File: config.mk
export PLATFORM = sky130hd
export DESIGN_NAME = if_stage_flat
export DESIGN_NICKNAME = d
export VERILOG_FILES = /design/src/rtl/if_stage_if.sv /design/src/rtl/if_stage.sv /design/src/flat_wrapper.sv
export SDC_FILE = /design/constraint.sdc
export NUM_CORES = 1
export LEC_CHECK = 0
export ABC_AREA = 1
export CAP_MARGIN = 25
export CORE_AREA = 2 2 159 161
export CTS_CLUSTER_DIAMETER = 200
export DETAILED_ROUTE_END_ITERATION = 8
export DIE_AREA = 0 0 161 163
export HOLD_SLACK_MARGIN = 0.02
export PLACE_DENSITY = 0.67
export SLEW_MARGIN = 40
export SYNTH_ARGS = -nofsm -noshare
export SYNTH_HDL_FRONTEND = slang
export SYNTH_SLANG_ARGS = --single-unit
File: constraint.sdc
create_clock -name clk -period 4.6 [get_ports clk]
set_input_delay 0.69 -clock clk [delete_from_list [all_inputs] [get_ports clk]]
set_output_delay 0.69 -clock clk [all_outputs]
set_load 0.01 [all_outputs]
File: src/rtl/if_stage_if.sv
// Instruction-memory handshake between the fetch stage and instruction memory.
// The fetch stage is the master: it raises the request and address, memory answers with data and ack.
interface if_stage_if #(
    parameter int WIDTH = 32
);
    logic             Imem_req;
    logic [WIDTH-3:0] Imem_addr;
    logic [WIDTH-1:0] Imem_data;
    logic             Imem_ack;

    modport master (output Imem_req, Imem_addr, input  Imem_data, Imem_ack);
    modport slave  (input  Imem_req, Imem_addr, output Imem_data, Imem_ack);
endinterface

File: src/rtl/if_stage.sv
// Instruction-fetch stage: owns the PC, fetches over a req/ack handshake, feeds decode.
// A one-entry skid buffer catches a response that lands while decode is stalled.
//
//  state  | meaning
//  FETCH  | requesting imem[pc]; a valid ack is delivered or buffered
//  HOLD   | stalled with a buffered word, delivered on the first unstalled edge
//  HALTED | HALT seen; no requests until reset or redirect/flush
module if_stage #(
    parameter int               WIDTH    = 32,
    parameter logic [WIDTH-3:0] RESET_PC = '0,
    parameter logic [WIDTH-1:0] NOP      = '0,
    parameter logic [5:0]       HALT_OP  = 6'h3F
) (
    input  logic             clk,
    input  logic             rst,
    if_stage_if.master       imem,
    output logic [WIDTH-1:0] IR_out,
    output logic [WIDTH-3:0] PC_out,
    output logic             IR_valid,
    input  logic             IsStall,
    input  logic             IsFlush,
    input  logic             Br_taken,
    input  logic [WIDTH-3:0] Br_tgt,
    output logic             Halted
);
    typedef enum logic [1:0] {FETCH, HOLD, HALTED} state_t;

    localparam logic [WIDTH-3:0] PC_ONE = {{(WIDTH-3){1'b0}}, 1'b1};

    state_t           state, n_state;
    logic [WIDTH-3:0] pc, n_pc;
    logic [WIDTH-1:0] n_ir;
    logic [WIDTH-3:0] n_pc_out;
    logic             n_valid;
    logic [WIDTH-1:0] buf_ir, n_buf_ir;
    logic [WIDTH-3:0] buf_pc, n_buf_pc;
    logic             buf_valid, n_buf_valid;
    logic             drop, n_drop;
    logic [WIDTH-3:0] stale_addr, n_stale_addr;

    logic             req;
    logic [WIDTH-3:0] addr;
    logic             ack_ok;
    logic             data_halt;
    logic             buf_halt;

    assign req            = (state == FETCH) || drop;
    assign addr           = drop ? stale_addr : pc;
    assign imem.Imem_req  = req;
    assign imem.Imem_addr = addr;
    // an ack only belongs to the current fetch when no stale response is still owed
    assign ack_ok         = imem.Imem_ack && req && !drop;
    assign data_halt      = (imem.Imem_data[WIDTH-1 -: 6] == HALT_OP);
    assign buf_halt       = (buf_ir[WIDTH-1 -: 6] == HALT_OP);
    assign Halted         = (state == HALTED);

    always_comb begin
        n_state      = state;
        n_pc         = pc;
        n_ir         = IR_out;
        n_pc_out     = PC_out;
        n_valid      = IR_valid;
        n_buf_ir     = buf_ir;
        n_buf_pc     = buf_pc;
        n_buf_valid  = buf_valid;
        n_drop       = drop;
        n_stale_addr = stale_addr;

        if (IsFlush || Br_taken) begin
            n_ir        = NOP;
            n_valid     = 1'b0;
            n_buf_valid = 1'b0;
            n_state     = FETCH;
            if (Br_taken)
                n_pc = Br_tgt;
            if (req && !imem.Imem_ack) begin
                n_drop       = 1'b1;
                n_stale_addr = addr;
            end else begin
                n_drop = 1'b0;
            end
        end else begin
            if (drop && imem.Imem_ack)
                n_drop = 1'b0;
            if (IsStall) begin
                if (state == FETCH && ack_ok) begin
                    n_buf_ir    = imem.Imem_data;
                    n_buf_pc    = addr;
                    n_buf_valid = 1'b1;
                    if (data_halt) begin
                        n_state = HALTED;
                    end else begin
                        n_pc    = pc + PC_ONE;
                        n_state = HOLD;
                    end
                end
            end else begin
                case (state)
                    FETCH: begin
                        if (ack_ok) begin
                            n_ir     = imem.Imem_data;
                            n_pc_out = addr;
                            n_valid  = 1'b1;
                            if (data_halt)
                                n_state = HALTED;
                            else
                                n_pc = pc + PC_ONE;
                        end else begin
                            n_ir    = NOP;
                            n_valid = 1'b0;
                        end
                    end
                    HOLD: begin
                        n_ir        = buf_ir;
                        n_pc_out    = buf_pc;
                        n_valid     = 1'b1;
                        n_buf_valid = 1'b0;
                        n_state     = FETCH;
                    end
                    HALTED: begin
                        // a HALT captured under stall still has to reach decode once
                        if (buf_valid && buf_halt) begin
                            n_ir        = buf_ir;
                            n_pc_out    = buf_pc;
                            n_valid     = 1'b1;
                            n_buf_valid = 1'b0;
                        end else begin
                            n_ir    = NOP;
                            n_valid = 1'b0;
                        end
                    end
                    default: n_state = FETCH;
                endcase
            end
        end
    end

    always_ff @(posedge clk) begin
        if (rst) begin
            state      <= FETCH;
            pc         <= RESET_PC;
            IR_out     <= NOP;
            PC_out     <= '0;
            IR_valid   <= 1'b0;
            buf_ir     <= NOP;
            buf_pc     <= '0;
            buf_valid  <= 1'b0;
            drop       <= 1'b0;
            stale_addr <= '0;
        end else begin
            state      <= n_state;
            pc         <= n_pc;
            IR_out     <= n_ir;
            PC_out     <= n_pc_out;
            IR_valid   <= n_valid;
            buf_ir     <= n_buf_ir;
            buf_pc     <= n_buf_pc;
            buf_valid  <= n_buf_valid;
            drop       <= n_drop;
            stale_addr <= n_stale_addr;
        end
    end
endmodule

File: src/flat_wrapper.sv
// flat-port wrapper written by rule: the top's interface ports become plain ports
module if_stage_flat 
#(
    parameter int               WIDTH    = 32,
    parameter logic [WIDTH-3:0] RESET_PC = '0,
    parameter logic [WIDTH-1:0] NOP      = '0,
    parameter logic [5:0]       HALT_OP  = 6'h3F
)
  (clk, rst, IR_out, PC_out, IR_valid, IsStall, IsFlush, Br_taken, Br_tgt, Halted, imem_Imem_req, imem_Imem_addr, imem_Imem_data, imem_Imem_ack);
  if_stage_if #(.WIDTH(WIDTH)) imem_i ();
  input  logic clk;
  input  logic rst;
  output logic [WIDTH-1:0] IR_out;
  output logic [WIDTH-3:0] PC_out;
  output logic IR_valid;
  input  logic IsStall;
  input  logic IsFlush;
  input  logic Br_taken;
  input  logic [WIDTH-3:0] Br_tgt;
  output logic Halted;
  output wire logic [$bits(imem_i.Imem_req)-1:0] imem_Imem_req;
  output wire logic [$bits(imem_i.Imem_addr)-1:0] imem_Imem_addr;
  input wire logic [$bits(imem_i.Imem_data)-1:0] imem_Imem_data;
  input wire logic [$bits(imem_i.Imem_ack)-1:0] imem_Imem_ack;
  assign imem_Imem_req = imem_i.Imem_req;
  assign imem_Imem_addr = imem_i.Imem_addr;
  assign imem_i.Imem_data = imem_Imem_data;
  assign imem_i.Imem_ack = imem_Imem_ack;
  if_stage #(.WIDTH(WIDTH), .RESET_PC(RESET_PC), .NOP(NOP), .HALT_OP(HALT_OP)) u_core (.clk(clk), .rst(rst), .imem(imem_i), .IR_out(IR_out), .PC_out(PC_out), .IR_valid(IR_valid), .IsStall(IsStall), .IsFlush(IsFlush), .Br_taken(Br_taken), .Br_tgt(Br_tgt), .Halted(Halted));
endmodule
==> flow_metrics.tcl <==
set metrics [dict create \
    viasPerCell 4.98 \
    cp_num_buf_inv 3 \
    critPathTopFamily "buffers and inverters" \
    rows 58 \
    grt_pass1_wl_mm 40.6 \
    routabilityCongestion 0.888 \
    drive_gt1_frac 0.0643 \
    synthFlopType "dfxtp_1" \
    synthTopCellsByCount "nand2_1, dfxtp_1, o21ai_0" \
    min_path_type "reg2reg" \
    syn_inst 1293 \
    htreeDepth 4 \
    critPathMaxStageDelay_ps 560 \
    syn_nets 1366 \
    fin_tns_setup_ps 0 \
    utilization 0.458 \
    post_cts_buffers 0 \
    drcViolationCount 0 \
    area_delta_synth_final_pct 26.3 \
    io_pins 163 \
    status "completed" \
    num_vias 8682 \
    clk_latency_ps 450 \
    max_slew_margin 0.447 \
    die_h_um 163 \
    final-hold-violation-count 0 \
    worstPathArrival_ps 2410 \
    wl_met2_mm 11.9 \
    finalCriticalPeriod_ps 3100 \
    register_area_um2 3780 \
    grt-ovfl-total 0 \
    synth_enable_flop_cells 0 \
    fmaxAchievable_mhz 322 \
    synth.distinct_cells 34 \
    insertedDiodeCount 0 \
    synth_area_leaders "dfxtp_1, o21ai_0, nand2_1" \
    grt_pass1_vias 8002 \
    finalNonFillerCells 1745 \
    period_share 0.675 \
    track_usage 0.193 \
    synth_top_area_cell "dfxtp_1" \
    p_sw_mw 1.14 \
    cts_buffers 17 \
    pwr-share-comb 0.142 \
    power.density_nw_per_um2 338 \
    grt_max_degree 68 \
    clock_path_buffers 2 \
    multiInputGateArea_um2 4290 \
    skew_ps 17.4 \
    async_flop_share 0 \
    yosys_register_bits 189 \
    p_clk_frac 0.398 \
    cts_resized 0 \
    wl_met1_mm 11.2 \
    drv_slew 0 \
    die_w_um 161 \
    drt.antenna.violating_nets 0 \
    setup_viol 0 \
    crit_type "reg2out" \
    drv_cap 0 \
    worstMarginPinSlew_ps 830 \
    die_area_um2 26200 \
    cpMaxStageDelayCell "clkdlybuf4s50_1" \
    drtIter0Drc 590 \
    yosysTopAreaCellShare 0.423 \
    wire_per_inst_um 14.5 \
    nNetsFinal 1475 \
    dp.cells 1713 \
    yosysWarnings 0 \
    seq_power_share 0.461 \
    hold_buffers 0 \
    crit_path_start_kind "flip-flop" \
    antenna_found_initial 0 \
    cts_root_buffer "clkbuf_16" \
    seq_area_frac_synth 0.423 \
    clkSinkCount 189 \
    dr_wl_met3_mm 1.56 \
    crit_chain "buf_4 > o21ai_0 > inv_1 > clkdlybuf4s50_1" \
    dp_hpwl_mm 17.4 \
    routed_wl_mm 25.3 \
    synth_most_common_cell "nand2_1" \
    peakVddDrop_mv 0.235 \
    end_kind "output pin" \
    start_util 0.363 \
    n_fill_cell 2493 \
    internal_power_mw 2.68 \
    cellLeakagePower_nw 4.04 \
    p_sw_frac 0.299 \
    core_area_um2 24700 \
    portBuffers 162 \
    clkTransAtPathRegs_ps 80 \
    dr.pass1.iters 5 \
    syn_area_per_cell_um2 6.92 \
    cts_tree "built" \
    crit_fanout 60 \
    cp.required_ps 3910 \
    top_layer "met4" \
    synth_area_um2 8950 \
    rsz0062_at_grt "no" \
]
cell usage in the layout (no fill, tap or decap), drive strengths merged:
cell	netlist	final
buf	35	15
a21oi	159	159
a22oi	2	2
and2	1	1
clkbuf	51	17
a211oi	30	30
o211ai	2	2
nand3b	3	3
xor2	1	1
nand2	220	220
a31oi	2	2
clkinv	0	5
nand4	2	2
nor2	174	174
nor3	1	1
inv	130	140
clkdlybuf4s50	0	161
dfxtp	189	189
ha	5	5
o31ai	1	1
or2	6	6
nand3	66	66
o21ai	213	213
state kept, by name (all words and copies together) (netlist names):
name / count
u_core.IR_out: 32
u_core.IR_valid: 1
u_core.PC_out: 30
u_core.buf_ir: 32
u_core.buf_pc: 30
u_core.buf_valid: 1
u_core.drop: 1
u_core.pc: 30
u_core.stale_addr: 30
u_core.state: 2
worst paths after layout:
check / from / to / slack [ps] / depth (start not counted)
worst max-delay path: u_core.drop / imem_Imem_addr[0] / 1500 / 4
worst min-delay path: u_core.PC_out[23] / u_core.PC_out[23] / 450 / 2
worst max register to register: u_core.state[0] / u_core.buf_pc[25] / 2010 / 9
worst min register to register: u_core.PC_out[23] / u_core.PC_out[23] / 450 / 2
routing by layer:
| metal | up-vias | GRT usage |
|---|---|---|
| li1 | 4460 | - |
| met1 | 3953 | 0.242 |
| met2 | 235 | 0.318 |
| met3 | 34 | 0.0461 |
| met4 | 0 | 0.0787 |
| met5 | - | 0 |
layout make-up:
cell class                 instances  area share
tap                              330      0.0365
timing repair buffer             176       0.152
clock inverter                    15      0.0163
multi-input combinational        888       0.379
sequential                       189       0.335
inverter                         130      0.0434
clock buffer                      17      0.0376
per-stage QoR:
stage,hold WS [ps],total power [mW],setup slack (ps),instance area (um2)
5_1_grt,464,3.99,1360,11300
4_1_cts,449,3.85,1470,11300
2_1_floorplan,429,2.10,2900,8950
3_3_place_gp,432,2.33,1240,10700
6_report,445,3.83,1500,11300
3_5_place_dp,437,2.34,1180,10700
power by group through the flow:
stage	logic [mW]	registers [mW]	clock network [mW]
after global routing	0.603	1.77	1.62
after CTS	0.545	1.76	1.54
after global placement	0.535	1.80	0
final	0.542	1.76	1.52
after floorplan	0.307	1.79	0
after detailed placement	0.543	1.80	0
cell families after synthesis:
family	after synthesis	share of synthesized area
AO/OA/AOI/OAI	409	0.250
XOR/XNOR	1	0.000979
adder cells (fa/ha/maj)	5	0.00699
buffers and inverters	216	0.101
flip-flops	189	0.423
AND/OR/NAND/NOR	473	0.218
worst min-delay path, cell delays in order (launching register included):
cell     delay, ps
dfxtp_1        310
inv_1           40
a21oi_1         50
(Power assumes the default switching activity.)
